===== src/rtl/frontend_stream_arbiter.sv =====
// Merges command responses, time tags and per-block event words into one 128-bit
// stream: fixed priority cmd > tag > events, round-robin among event blocks.
module frontend_stream_arbiter #(
   parameter int NBLOCKS = 4,
   parameter int CNT_W   = 16
) (
   input  logic                     clk,
   input  logic                     rst,
   input  logic                     cmd_valid,
   output logic                     cmd_ready,
   input  logic [127:0]             cmd_data,
   input  logic                     tt_valid,
   output logic                     tt_ready,
   input  logic [127:0]             tt_data,
   output logic                     tt_stall,
   input  logic [NBLOCKS-1:0]       ev_valid,
   output logic [NBLOCKS-1:0]       ev_ready,
   input  logic [128*NBLOCKS-1:0]   ev_data,
   output logic                     out_valid,
   input  logic                     out_ready,
   output logic [127:0]             out_data,
   output logic [CNT_W-1:0]         period_events,
   output logic                     period_events_valid
);

   localparam int RR_W = (NBLOCKS > 1) ? $clog2(NBLOCKS) : 1;

   logic [RR_W-1:0]    rr;
   logic [RR_W-1:0]    ev_idx;
   logic [RR_W-1:0]    rr_after_ev;
   logic               ev_found;
   logic               load;
   logic               grant_cmd;
   logic               grant_tt;
   logic               grant_ev;
   logic [NBLOCKS-1:0] ev_sel;
   logic [127:0]       win_data;
   logic [CNT_W-1:0]   ev_cnt;

   // First valid block at or after rr, wrapping modulo NBLOCKS.
   always_comb begin : rr_search
      logic [RR_W:0] cand;
      cand     = '0;
      ev_found = 1'b0;
      ev_idx   = rr;
      for (int j = 0; j < NBLOCKS; j++) begin
         cand = {1'b0, rr} + (RR_W+1)'(j);
         if (cand >= (RR_W+1)'(NBLOCKS)) begin
            cand = cand - (RR_W+1)'(NBLOCKS);
         end
         if (!ev_found && ev_valid[cand[RR_W-1:0]]) begin
            ev_found = 1'b1;
            ev_idx   = cand[RR_W-1:0];
         end
      end
   end

   always_comb begin
      rr_after_ev = (ev_idx == RR_W'(NBLOCKS - 1)) ? '0 : ev_idx + 1'b1;
   end

   always_comb begin
      load      = ~out_valid | out_ready;
      grant_cmd = ~rst & load & cmd_valid;
      grant_tt  = ~rst & load & ~cmd_valid & tt_valid;
      grant_ev  = ~rst & load & ~cmd_valid & ~tt_valid & ev_found;
   end

   always_comb begin
      ev_sel = '0;
      for (int i = 0; i < NBLOCKS; i++) begin
         ev_sel[i] = grant_ev & (ev_idx == RR_W'(i));
      end
   end

   always_comb begin
      cmd_ready = grant_cmd;
      tt_ready  = grant_tt;
      ev_ready  = ev_sel;
      // Holding the counter while a command is pending keeps tags in order behind it.
      tt_stall  = rst | cmd_valid;
   end

   always_comb begin
      if (grant_cmd) begin
         win_data = cmd_data;
      end else if (grant_tt) begin
         win_data = tt_data;
      end else begin
         win_data = ev_data[128*ev_idx +: 128];
      end
   end

   always_ff @(posedge clk) begin
      if (rst) begin
         out_valid <= 1'b0;
         out_data  <= '0;
      end else if (grant_cmd | grant_tt | grant_ev) begin
         out_valid <= 1'b1;
         out_data  <= win_data;
      end else if (out_ready) begin
         out_valid <= 1'b0;
      end
   end

   always_ff @(posedge clk) begin
      if (rst) begin
         rr <= '0;
      end else if (grant_ev) begin
         rr <= rr_after_ev;
      end
   end

   // A tag closes the rate-monitor period; tag and event never share a cycle.
   always_ff @(posedge clk) begin
      if (rst) begin
         ev_cnt              <= '0;
         period_events       <= '0;
         period_events_valid <= 1'b0;
      end else begin
         period_events_valid <= grant_tt;
         if (grant_tt) begin
            period_events <= ev_cnt;
            ev_cnt        <= '0;
         end else if (grant_ev && (ev_cnt != {CNT_W{1'b1}})) begin
            ev_cnt <= ev_cnt + 1'b1;
         end
      end
   end

endmodule


===== config.mk =====
export PLATFORM = sky130hd
export DESIGN_NAME = frontend_stream_arbiter
export DESIGN_NICKNAME = d
export VERILOG_FILES = /design/src/rtl/frontend_stream_arbiter.sv
export SDC_FILE = /design/constraint.sdc
export NUM_CORES = 1
export LEC_CHECK = 0
export CORE_AREA = 2 2 366 368
export CTS_CLUSTER_DIAMETER = 100
export CTS_CLUSTER_SIZE = 25
export DETAILED_ROUTE_END_ITERATION = 12
export DIE_AREA = 0 0 368 370
export PLACE_DENSITY = 0.38
export SLEW_MARGIN = 40
export SYNTH_ARGS = -nofsm -noshare
export SYNTH_HDL_FRONTEND = slang
export SYNTH_SLANG_ARGS = --single-unit

===== constraint.sdc =====
create_clock -name clk -period 2.7 [get_ports clk]
set_input_delay 0.54 -clock clk [delete_from_list [all_inputs] [get_ports clk]]
set_output_delay 0.54 -clock clk [all_outputs]
set_load 0.005 [all_outputs]

## After elaboration in Yosys (flattened, before gate mapping)

Index checks and enable logic that the tools add are counted.
W data, S select, Z words.

- Add/sub/neg operators: 9
- $lt $le $gt $ge: 8
- Equality and inequality tests: 4
- Shift-type cells: 1
- Mux-type cells: 25
- Bitwise operators: 18
- Reduce and logical (&&, ||, !) cells: 10

Operators with widths:

| operator | number |
|---|---|
| $shiftx A512 B10 Y128 | 1 |
| $mux W128 | 2 |
| $mux W2 | 9 |
| $add A16 B1 Y16 const B | 1 |
| $ne A16 B16 Y1 const B | 1 |
| $lt A2 B3 Y1 const B | 4 |
| $and A1 B1 Y1 | 10 |
| $mux W1 | 10 |
| $ge A3 B3 Y1 const B | 3 |
| $bmux W1 S2 | 4 |
| $sub A2 B1 Y2 const B | 4 |
| $add A2 B2 Y3 const B | 2 |
| $eq A2 B2 Y1 const B | 2 |
| $logic_and A1 B1 Y1 | 4 |
| $not A1 Y1 | 4 |
| $or A1 B1 Y1 | 4 |
| $add A2 B1 Y3 const B | 1 |
| $ge A2 B3 Y1 const B | 1 |
| $logic_not A1 Y1 | 3 |
| $add A2 B1 Y2 const B | 1 |
| $eq A2 B1 Y1 const B | 1 |
| $logic_not A2 Y1 | 1 |
| $reduce_bool A2 Y1 | 1 |
| $reduce_or A2 Y1 | 1 |

- Register bits after elaboration: 164
- Bits of input ports: 777
- Output and inout bits: 153

## Longest topological paths before layout

Gate-level depths: netlist of the first run.

- Depth after elaboration: 17
- Depth in mapped cells: 9
- Mapped depth without buffers: 7

## Least setup slack after synthesis of the first run

OpenSTA, ideal clock, no wires.

- Kind: input to output
- From: input ev_valid[0]
- To: output ev_ready[0]
- Arrival time: 2.046 ns
- Data required time: 2.160 ns
- Setup slack: 0.114 ns
- Stages on the path: 9
- Path buffers: 3
- Cell sequence: nor2b_1 nor4_2 or2_2 buf_4 buf_6 buf_2 inv_1 ha_1 and2_1

- Longest elaborated chain between the ends: 14
- Elaborated cells on any way between the ends: 25
- Those cells by class: mux (16); bitwise (2); reduce/logical (7)

Ends and longest elaborated chain:

| element | RTL line | source |
|---|---|---|
| start, declared | 16 | `input logic [NBLOCKS-1:0] ev_valid,` |
| $bmux W1 S2 | 51 | `if (!ev_found && ev_valid[cand[RR_W-1:0]]) begin` |
| $mux W1 (implied by the code) | 51 |  |
| $mux W1 | 51 |  |
| $logic_not A1 Y1 | 51 |  |
| $logic_and A1 B1 Y1 | 51 |  |
| $mux W1 | 51 |  |
| $logic_not A1 Y1 | 51 |  |
| $logic_and A1 B1 Y1 | 51 |  |
| $mux W1 | 51 |  |
| $logic_not A1 Y1 | 51 |  |
| $logic_and A1 B1 Y1 | 51 |  |
| $mux W1 or $mux W2 (tied branches) | 51 |  |
| $and A1 B1 Y1 or $logic_not A2 Y1 (tied branches) | 66, 72 |  |
| $and A1 B1 Y1 * | 72 | `ev_sel[i] = grant_ev & (ev_idx == RR_W'(i));` |
| end, declared | 17 | `output logic [NBLOCKS-1:0] ev_ready,` |

Mark *: on every way between the ends. The rest lies on a longest branch, timed or not. The select of a mux whose other input is x is not followed.

## Final worst setup path of the first run

- From: input ev_valid[2]
- To: register out_data[10]

- Longest elaborated chain between the ends: 15
- Elaborated cells on any way between the ends: 27
- Those cells by class: shift (1); mux (18); bitwise (2); reduce/logical (6)

Ends and longest elaborated chain:

| element | RTL line | source |
|---|---|---|
| $bmux W1 S2 | 51 |  |
| $mux W1 (implied by the code) | 51 |  |
| $mux W1 | 51 |  |
| $logic_not A1 Y1 | 51 |  |
| $logic_and A1 B1 Y1 | 51 |  |
| $mux W1 | 51 |  |
| $logic_not A1 Y1 | 51 |  |
| $logic_and A1 B1 Y1 | 51 |  |
| $mux W1 | 51 |  |
| $logic_not A1 Y1 | 51 |  |
| $logic_and A1 B1 Y1 | 51 |  |
| $mux W2 | 51 |  |
| $shiftx A512 B10 Y128 | 90 | `win_data = ev_data[128*ev_idx +: 128];` |
| $mux W128 | 87 | `end else if (grant_tt) begin` |
| $mux W128 | 85 | `if (grant_cmd) begin` |
| end signal, assigned | 100 | `out_data <= win_data;` |
| end, declared | 21 | `output logic [127:0] out_data,` |

Several ways; a longest one is shown, not always the timed one. The select of a mux whose other input is x is not followed.
A chain may end at the register's enable or synchronous reset.

==> impl_metrics.env, run 1 <==
export IMPL_final_hold_violation_count=0
export IMPL_slew_limit_headroom_pct=59.35
export IMPL_synthDistinctLibCells=47
export IMPL_met2_length_mm=50.77
export IMPL_cts_buffer_depth=2
export IMPL_cp_max_fo=22
export IMPL_drtIter0Drc=856
export IMPL_die_area_um2=136200
export IMPL_antenna_found_initial=69
export IMPL_syn_area_per_cell_um2=9.729
export IMPL_n_fill_cell=14790
export IMPL_htreeDepth=4
export IMPL_synthMuxAreaShare_pct=23.74
export IMPL_dr_wl_met3_mm=8.293
export IMPL_synth_area_um2=10710
export IMPL_rows=134
export IMPL_seqCellArea_um2=3288
export IMPL_yosysSeqAreaShare_pct=30.65
export IMPL_antenna_left=0
export IMPL_die_w_um=368
export IMPL_worstMarginPinSlew_ns=0.5928
export IMPL_finalSetupViolCount=4
export IMPL_synth_edf_count=0
export IMPL_port_buffers=929
export IMPL_syn_num_nets=1883
export IMPL_dp_hpwl_mm=96.41
export IMPL_clk_pin_slew_ns=0.08
export IMPL_min_path_type="flip-flop to flip-flop"
export IMPL_hold_start="period_events[13]"
export IMPL_combPwrFrac_pct=38.1
export IMPL_synth_simple_area_share_pct=5.805
export IMPL_yosysWarnings=0
export IMPL_core_area_um2=132500
export IMPL_async_flop_share_pct=0
export IMPL_p_sw_mw=3.036
export IMPL_fin_skew_ns=0.02828
export IMPL_min_to="period_events[13]"
export IMPL_start_util_pct=8.087
export IMPL_synth_main_ff_cell="dfxtp_1"
export IMPL_place_inst=3835
export IMPL_drt_pass1_iterations=5
export IMPL_cts_sinks=164
export IMPL_syn_inst=1101
export IMPL_grt_pass1_vias=14660
export IMPL_drive_above_1_share_pct=11.09
export IMPL_grt_setup_unrepaired="true"
export IMPL_route_detailed_drc=0
export IMPL_synth_top_area_share_pct=30.65
export IMPL_cts_hold_buf=0
export IMPL_num_io_pins=930
export IMPL_start_kind="input pin"
export IMPL_fp_dieH_um=370
export IMPL_fin_cells=3890
export IMPL_synth_compound_area_share_pct=32.47
export IMPL_slew_violations=0
export IMPL_cts_made_buffers=17
export IMPL_synth_seq_cells=164
export IMPL_multiInputGateArea_um2=6885
export IMPL_p_leak_nw=8.332
export IMPL_synth_area_leader_cell="dfxtp_1"
export IMPL_routed_wirelength_mm=110.1
export IMPL_wl_per_cell_um=28.30
export IMPL_clk_latency_ns=0.56
export IMPL_timing_rr_end="out_data[10]"
export IMPL_whs_path_depth=2
export IMPL_p_int_mw=5.936
export IMPL_ir_worst_vdd_mv=0.3029
export IMPL_crit_arrival_ns=3.13
export IMPL_synth_area_leaders="dfxtp_1 31%, mux2i_1 24%, a2bb2oi_1 10%"
export IMPL_status="complete, but fails checks"
export IMPL_yosys_area_share_xor_xnor_pct=0.8994
export IMPL_nets=2879
export IMPL_vias=14510
export IMPL_wl_met1_mm=48.71
export IMPL_critPathKind="input pin to flip-flop"
export IMPL_grt_pass1_wl_mm=140.6
export IMPL_routed_top_layer="met5"
export IMPL_gp_congestion=0.8668
export IMPL_synth_adder_area_share_pct=0.5840
export IMPL_seqPwrFrac_pct=30.8
export IMPL_rr_startpoint="rr[0]"
export IMPL_worst_setup_path_end_kind="flip-flop"
export IMPL_tritoncts="built"
export IMPL_cts_root_buf="clkbuf_16"
export IMPL_final_core_util_pct=18.08
export IMPL_p_per_area_nw_per_um2=374.7
export IMPL_grt_max_degree=73
export IMPL_via_per_inst=3.729
export IMPL_max_freq_ghz=0.3632
export IMPL_grt_usage_pct=15.47
export IMPL_synth_top_family_by_area="compound AO/OA/AOI/OAI gates"
export IMPL_r2r_slack_ns=-0.01
export IMPL_violations="negative setup slack"
export IMPL_pwr_share_clk_pct=31.1
export IMPL_finalCriticalPeriod_ns=2.753
export IMPL_rr_worst_depth=13
export IMPL_area_growth_pct=123.5
export IMPL_cp_required_ns=3.07
export IMPL_fin_ws_ns=-0.05323
export IMPL_max_cap_violations=0
export IMPL_power_total_mw=8.971
export IMPL_swShare_pct=33.84
export IMPL_setup_tns_ns=-0.1164
export IMPL_overflow=0
export IMPL_place_ws_ns=-0.5744
export IMPL_fin_crit_sh_pct=102.0
synth_stat cells (3+ instances only):
library cell / number
o22ai_1: 3
ha_1: 5
mux2i_1: 254
xor2_1: 8
and2_1: 8
buf_4: 18
buf_2: 36
o221ai_1: 125
a2bb2oi_1: 125
nand2_1: 24
or3_1: 4
nand3_1: 5
nor2b_1: 5
xnor2_1: 3
clkbuf_4: 7
nand4_1: 3
a211oi_1: 7
nor2_1: 16
and4_1: 4
clkbuf_1: 59
inv_1: 5
dfxtp_1: 164
o211ai_1: 3
o21ai_0: 25
nand2b_1: 18
a21oi_1: 9
a22oi_1: 125
nor3b_1: 4
nor3_1: 4
o2111ai_1: 4
cells in the final DEF (no fill, tap or decap), types with 4 or more instances in the layout:
cell and instances:
buf_12 26, and2_1 6, a211oi_1 7, diode_2 12, a2bb2oi_1 125, nand2_1 23
dfxtp_1 162, nand2b_1 18, a21oi_1 9, a22oi_1 125, and4_1 4, clkbuf_16 17
dlygate4sd2_1 5, xor2_1 8, nor2_1 15, nor3b_1 4, o221ai_1 125, or3_1 4
o2111ai_1 4, nand3_1 4, inv_8 6, nor3_1 4, mux2i_1 251, buf_4 144
clkdlybuf4s50_1 917, buf_6 6, o21ai_0 25
sequential cells by signal, summed over array words and instances (netlist names):
name                 flops
out_data               128
ev_cnt                  16
period_events_valid      1
period_events           16
out_valid                1
rr                       2
per-layer routing:
layer / GRT usage [%] / vias to the layer above
li1: - / 6500
met1: 20.16 / 7038
met2: 24.76 / 802
met3: 4.519 / 141
met4: 4.152 / 24
met5: 0 / -
through the flow:
step,area (um2),hold WS (ns)
3_5_place_dp,23170,0.4689
6_report,23940,0.4761
5_1_grt,23920,0.5073
2_1_floorplan,10710,0.4480
4_1_cts,23850,0.4820
3_3_place_gp,23170,0.4623
cell type report:
type / instances / area share [%]
inverters: 5 / 0.08884
clock buffers: 18 / 1.834
clock inverters: 14 / 0.6637
well taps: 1768 / 9.240
diodes: 12 / 0.1254
multi-input cells: 809 / 28.76
repair buffers: 1100 / 45.56
flip-flops and latches: 164 / 13.73
cell families (layout without fill, tap and decap cells):
group / after synthesis / after routing
other: 0 / 12
adder cells (fa/ha/maj): 5 / 5
AND/OR/NAND/NOR: 108 / 108
AO/OA/AOI/OAI: 431 / 431
multiplexers: 254 / 254
XOR/XNOR: 11 / 11
buffers and inverters: 128 / 1137
flip-flops: 164 / 164
critical path, stage by stage:
cell	delay, ns
clkdlybuf4s15_1	0.24
nor2b_2	0.19
buf_4	0.13
o21a_1	0.20
or2_4	0.25
buf_6	0.12
buf_6	0.11
buf_4	0.13
buf_4	0.14
buf_12	0.15
buf_12	0.21
buf_4	0.16
mux2i_2	0.22
o221ai_1	0.24
worst max path at each step:
stage / start / endpoint / slack [ns]
after detailed placement: ev_valid[3] / out_data[64] / -0.57
after CTS: rr[1] / ev_ready[0] / -0.08
final: ev_valid[2] / out_data[10] / -0.05
after global placement: ev_valid[3] / out_data[115] / -0.63
after global routing: rr[0] / ev_ready[0] / -0.07
after floorplan: ev_valid[0] / ev_ready[0] / 0.11
what timing repair did:
item,in CTS,in global routing
gates cloned,0,0
setup buffers,10,1
pin swaps,6,5
setup endpoints to repair,6,14
gates resized for setup,26,15
power groups by stage:
stage	Combinational [mW]	Clock [mW]	Sequential, mW
2_1_floorplan	1.02	0	2.77
3_3_place_gp	3.42	0	2.82
3_5_place_dp	3.41	0	2.81
4_1_cts	3.45	2.94	2.76
5_1_grt	3.60	2.99	2.78
6_report	3.42	2.79	2.76
Note: power is estimated with default switching activity, not from simulation.
==> inputs of run 2 (changes only) <==
- CELL_PAD_IN_SITES_DETAIL_PLACEMENT: unset -> 1
- CELL_PAD_IN_SITES_GLOBAL_PLACEMENT: unset -> 2
- CORE_AREA: 2 2 366 368 -> 2 2 362 364
- DIE_AREA: 0 0 368 370 -> 0 0 364 366
- PLACE_DENSITY: 0.38 -> 0.56
- RECOVER_POWER: unset -> 100
==> impl_metrics.env, run 2 (synthesized netlist as in run 1, its figures left out) <==
export IMPL_r2r_slack_ns=0.11
export IMPL_antenna_left=0
export IMPL_top_regs="out_data (128), ev_cnt (16), period_events (16)"
export IMPL_overflow=0
export IMPL_cp_slowest_cell="or4_1"
export IMPL_cts_sinks=164
export IMPL_ir_worst_vdd_mv=0.4412
export IMPL_max_freq_ghz=0.3803
export IMPL_start_kind="input pin"
export IMPL_drtIter0Drc=802
export IMPL_worst_setup_path_end_kind="flip-flop"
export IMPL_start_util_pct=8.304
export IMPL_drt_pass1_iterations=5
export IMPL_cp_top_family="buffers and inverters"
export IMPL_grt_pass1_vias=15080
export IMPL_p_leak_nw=8.588
export IMPL_seqCellArea_um2=3288
export IMPL_multiInputGateArea_um2=6857
export IMPL_max_cap_violations=0
export IMPL_grt_max_degree=80
export IMPL_largest_reg_flops=128
export IMPL_power_total_mw=8.804
export IMPL_grt_usage_pct=15.34
export IMPL_tritoncts="built"
export IMPL_gp_congestion=0.8692
export IMPL_vias=14100
export IMPL_crit_arrival_ns=3.03
export IMPL_setup_tns_ns=0
export IMPL_nets=2874
export IMPL_htreeDepth=4
export IMPL_clk_pin_slew_ns=0.08
export IMPL_critPathKind="input pin to flip-flop"
export IMPL_die_area_um2=133200
export IMPL_routed_wirelength_mm=105.3
export IMPL_die_w_um=364
export IMPL_finalCriticalPeriod_ns=2.629
export IMPL_port_buffers=929
export IMPL_path_cells="dlygate4sd2_1 > or4_1 > nor4b_4 > buf_4 > clkbuf_2 > nand4_1 > buf_12 > clkbuf_4 > o221ai_1"
export IMPL_final_common_cell="clkdlybuf4s50_1"
export IMPL_regMostFlops="out_data"
export IMPL_slew_limit_headroom_pct=54.73
export IMPL_area_growth_pct=121.5
export IMPL_status="finished clean"
export IMPL_grt_setup_unrepaired="false"
export IMPL_core_area_um2=129000
export IMPL_fp_dieH_um=366
export IMPL_antenna_found_initial=70
export IMPL_drive_above_1_share_pct=9.881
export IMPL_route_detailed_drc=0
export IMPL_mostFrequentLayoutCells="770 x clkdlybuf4s50_1, 253 x mux2i_1, 162 x dfxtp_1"
export IMPL_min_path_type="flip-flop to flip-flop"
export IMPL_worstMarginPinSlew_ns=0.6769
export IMPL_fin_skew_ns=0.01720
export IMPL_cts_buffer_depth=2
export IMPL_cts_made_buffers=17
export IMPL_slew_violations=0
export IMPL_fin_crit_sh_pct=97.38
export IMPL_slowest_delay_ns=0.60
export IMPL_dp_hpwl_mm=91.18
export IMPL_n_fill_cell=14930
export IMPL_grt_pass1_wl_mm=137.2
export IMPL_cts_hold_buf=0
export IMPL_rows=132
export IMPL_clk_latency_ns=0.54
export IMPL_cts_root_buf="clkbuf_16"
export IMPL_path_buf_inv=5
export IMPL_final_hold_violation_count=0
export IMPL_via_per_inst=3.656
export IMPL_num_io_pins=930
export IMPL_wl_per_cell_um=27.30
export IMPL_finalSetupViolCount=0
export IMPL_cp_required_ns=3.10
export IMPL_p_per_area_nw_per_um2=371.0
export IMPL_cp_max_fo=24
-- run 2: through the flow --
step,instance area (um2),setup WS [ns],cells,hold WS [ns],utilization [%]
finish,23730,0.07068,3856,0.4780,18.40
global route,23720,0.005599,3853,0.5082,18.39
CTS,23870,-0.07964,3846,0.4704,18.50
detailed placement,23180,-0.5648,3805,0.4700,17.97
global placement,23150,-0.5349,3804,0.4628,17.95
floorplan,10710,0.1140,1101,0.4480,-
-- run 2: final cells by class --
cell class | instances | area share [%]
Antenna cell | 9 | 0.09492
Clock buffer | 17 | 1.793
Multi-Input combinational cell | 809 | 28.90
Sequential cell | 164 | 13.86
Timing Repair Buffer | 1095 | 45.32
Inverter | 5 | 0.07910
Clock inverter | 15 | 0.7699
Tap cell | 1742 | 9.186
-- run 2: what timing repair did --
| action | CTS | global route |
|---|---|---|
| endpoints found under the setup margin | 6 | 9 |
| setup buffers | 9 | 1 |
| resized for setup | 32 | 3 |
| pin swaps | 5 | 3 |
-- run 2: routing by layer --
metal	vias to the layer above	GRT usage, %	part of all wire [%]
li1	6493	-	-
met1	6774	18.27	42
met2	647	25.27	47
met3	150	5.566	8.4
met4	34	5.051	2.5
met5	-	0.4720	0.27
-- run 2: report_power, final --
group          leakage (nW)  internal (mW)  total [mW]  switching, mW
clock                 0.291           1.33        2.80           1.48
combinational          6.94           1.95        3.26           1.31
sequential             1.35           2.61        2.74          0.134
total                  8.59           5.89        8.80           2.92
-- run 2: tightest hold or removal path: cells and delay by family, from the launching register on --
family / cells / cell delay [ns]
AND/OR/NAND/NOR: 1 / 0.06
flip-flops: 1 / 0.31
AO/OA/AOI/OAI: 1 / 0.06
-- run 2: worst paths after layout --
path / endpoint / from / depth (start not counted)
max: out_data[117] / ev_valid[1] / 9
min: period_events[14] / period_events[14] / 2
max reg2reg: out_data[9] / rr[1] / 11
min reg2reg: period_events[14] / period_events[14] / 2
==> inputs of run 3 (changes only) <==
- CORE_AREA: 2 2 362 364 -> 5 5 354 356
- DIE_AREA: 0 0 364 366 -> 0 0 359 361
- HOLD_SLACK_MARGIN: unset -> 0.1
- PLACE_DENSITY: 0.56 -> 0.58
==> impl_metrics.env, run 3 (synthesized netlist as in run 1, its figures left out) <==
export IMPL_mostFrequentLayoutCells="771 x clkdlybuf4s50_1, 254 x mux2i_1, 162 x dfxtp_1"
export IMPL_start_kind="input pin"
export IMPL_clk_latency_ns=0.51
export IMPL_max_cap_violations=0
export IMPL_gp_congestion=0.8379
export IMPL_fin_skew_ns=0.009513
export IMPL_cp_top_family="buffers and inverters"
export IMPL_p_per_area_nw_per_um2=375.3
export IMPL_cts_hold_buf=0
export IMPL_fin_ws_ns=0.04628
export IMPL_cts_root_buf="clkbuf_16"
export IMPL_hold_slack_ns=0.4742
export IMPL_cp_max_fo=4
export IMPL_drtIter0Drc=833
export IMPL_path_buf_inv=3
export IMPL_worstMarginPinSlew_ns=0.7862
export IMPL_crit_arrival_ns=2.11
export IMPL_path_cells="clkdlybuf4s50_1 > or2_0 > buf_4 > dlygate4sd3_1"
export IMPL_via_per_inst=3.803
export IMPL_min_path_type="flip-flop to flip-flop"
export IMPL_die_w_um=359
export IMPL_overflow=0
export IMPL_rows=128
export IMPL_slowest_delay_ns=0.64
export IMPL_cts_buffer_depth=2
export IMPL_dp_hpwl_mm=91.65
export IMPL_final_hold_violation_count=0
export IMPL_htreeDepth=4
export IMPL_fp_dieH_um=361
export IMPL_tritoncts="built"
export IMPL_antenna_left=0
export IMPL_setup_tns_ns=0
export IMPL_power_total_mw=8.813
export IMPL_grt_setup_unrepaired="false"
export IMPL_worst_setup_path_end_kind="output port"
export IMPL_critPathKind="input pin to output port"
export IMPL_grt_usage_pct=15.63
export IMPL_cp_required_ns=2.16
export IMPL_place_ws_ns=-0.4712
export IMPL_cts_sinks=164
export IMPL_fin_crit_sh_pct=98.29
export IMPL_routed_wirelength_mm=106.2
export IMPL_drive_above_1_share_pct=9.399
export IMPL_ir_worst_vdd_mv=0.4898
export IMPL_p_leak_nw=8.539
export IMPL_area_growth_pct=119.2
export IMPL_final_core_util_pct=19.34
export IMPL_slew_limit_headroom_pct=47.81
export IMPL_regMostFlops="out_data"
export IMPL_status="finished clean"
export IMPL_max_freq_ghz=0.3768
export IMPL_cts_made_buffers=17
export IMPL_grt_max_degree=83
export IMPL_port_buffers=929
export IMPL_wl_per_cell_um=28.48
export IMPL_num_io_pins=930
export IMPL_die_area_um2=129600
export IMPL_finalCriticalPeriod_ns=2.654
export IMPL_grt_pass1_vias=15220
export IMPL_vias=14180
export IMPL_largest_reg_flops=128
export IMPL_antenna_found_initial=61
export IMPL_drt_pass1_iterations=7
export IMPL_final_common_cell="clkdlybuf4s50_1"
export IMPL_core_area_um2=121400
export IMPL_slew_violations=0
export IMPL_cp_slowest_cell="dlygate4sd3_1"
export IMPL_nets=2865
export IMPL_grt_pass1_wl_mm=139.4
export IMPL_clk_pin_slew_ns=0.09
export IMPL_route_detailed_drc=0
export IMPL_top_regs="out_data (128), ev_cnt (16), period_events (16)"
export IMPL_start_util_pct=8.824
export IMPL_finalSetupViolCount=0
export IMPL_n_fill_cell=14090
-- run 3: layout make-up --
class	instances	area (um2)	area share, %
Timing Repair Buffer	1086	10690	45.51
Sequential cell	164	3286	13.99
Multi-Input combinational cell	809	6838	29.12
Antenna cell	7	17.52	0.07460
Inverter	5	18.77	0.07993
Clock inverter	15	175.2	0.7460
Clock buffer	17	425.4	1.812
Tap cell	1625	2033	8.659
-- run 3: worst paths after layout --
kind	start	to	slack, ns	depth (start not counted)
worst max register to register	rr[1]	out_data[48]	0.19	11
worst min-delay path	period_events[15]	period_events[15]	0.47	2
worst max-delay path	cmd_valid	tt_stall	0.05	4
worst min register to register	period_events[15]	period_events[15]	0.47	2
-- run 3: worst reg2reg max path: stages (launching register included) --
cell and delay [ns]:
dfxtp_2 0.36, and3b_1 0.21, nor4_4 0.17, or2_4 0.18, buf_6 0.10, buf_4 0.10, buf_4 0.12, buf_12 0.21
clkbuf_2 0.32, mux2i_1 0.35, buf_4 0.18, o221ai_1 0.10
-- run 3: per-stage QoR --
| stage | cell area [um2] | cells |
|---|---|---|
| 4_1_cts | 23600 | 3720 |
| 5_1_grt | 23470 | 3725 |
| 3_3_place_gp | 22970 | 3683 |
| 3_5_place_dp | 22970 | 3683 |
| 2_1_floorplan | 10710 | 1101 |
| 6_report | 23480 | 3728 |
-- run 3: power breakdown --
group | switching [mW] | internal (mW) | total, mW
sequential | 0.128 | 2.61 | 2.74
combinational | 1.33 | 1.96 | 3.28
clock | 1.53 | 1.26 | 2.79
-- run 3: metal layers --
layer | vias up | track usage [%] | wire [um]
met2 | 645 | 26.69 | 51670
met5 | - | 1.670 | 401
met1 | 6936 | 18.63 | 43900
li1 | 6459 | - | -
met4 | 14 | 4.486 | 2626
met3 | 123 | 5.156 | 7590
-- run 3: repair_timing --
item / in CTS / in global routing
pin swaps: 2 / 2
setup buffers: 5 / 1
endpoints found under the hold margin: 0 / 0
setup endpoints to repair: 6 / 9
gates resized for setup: 25 / 6
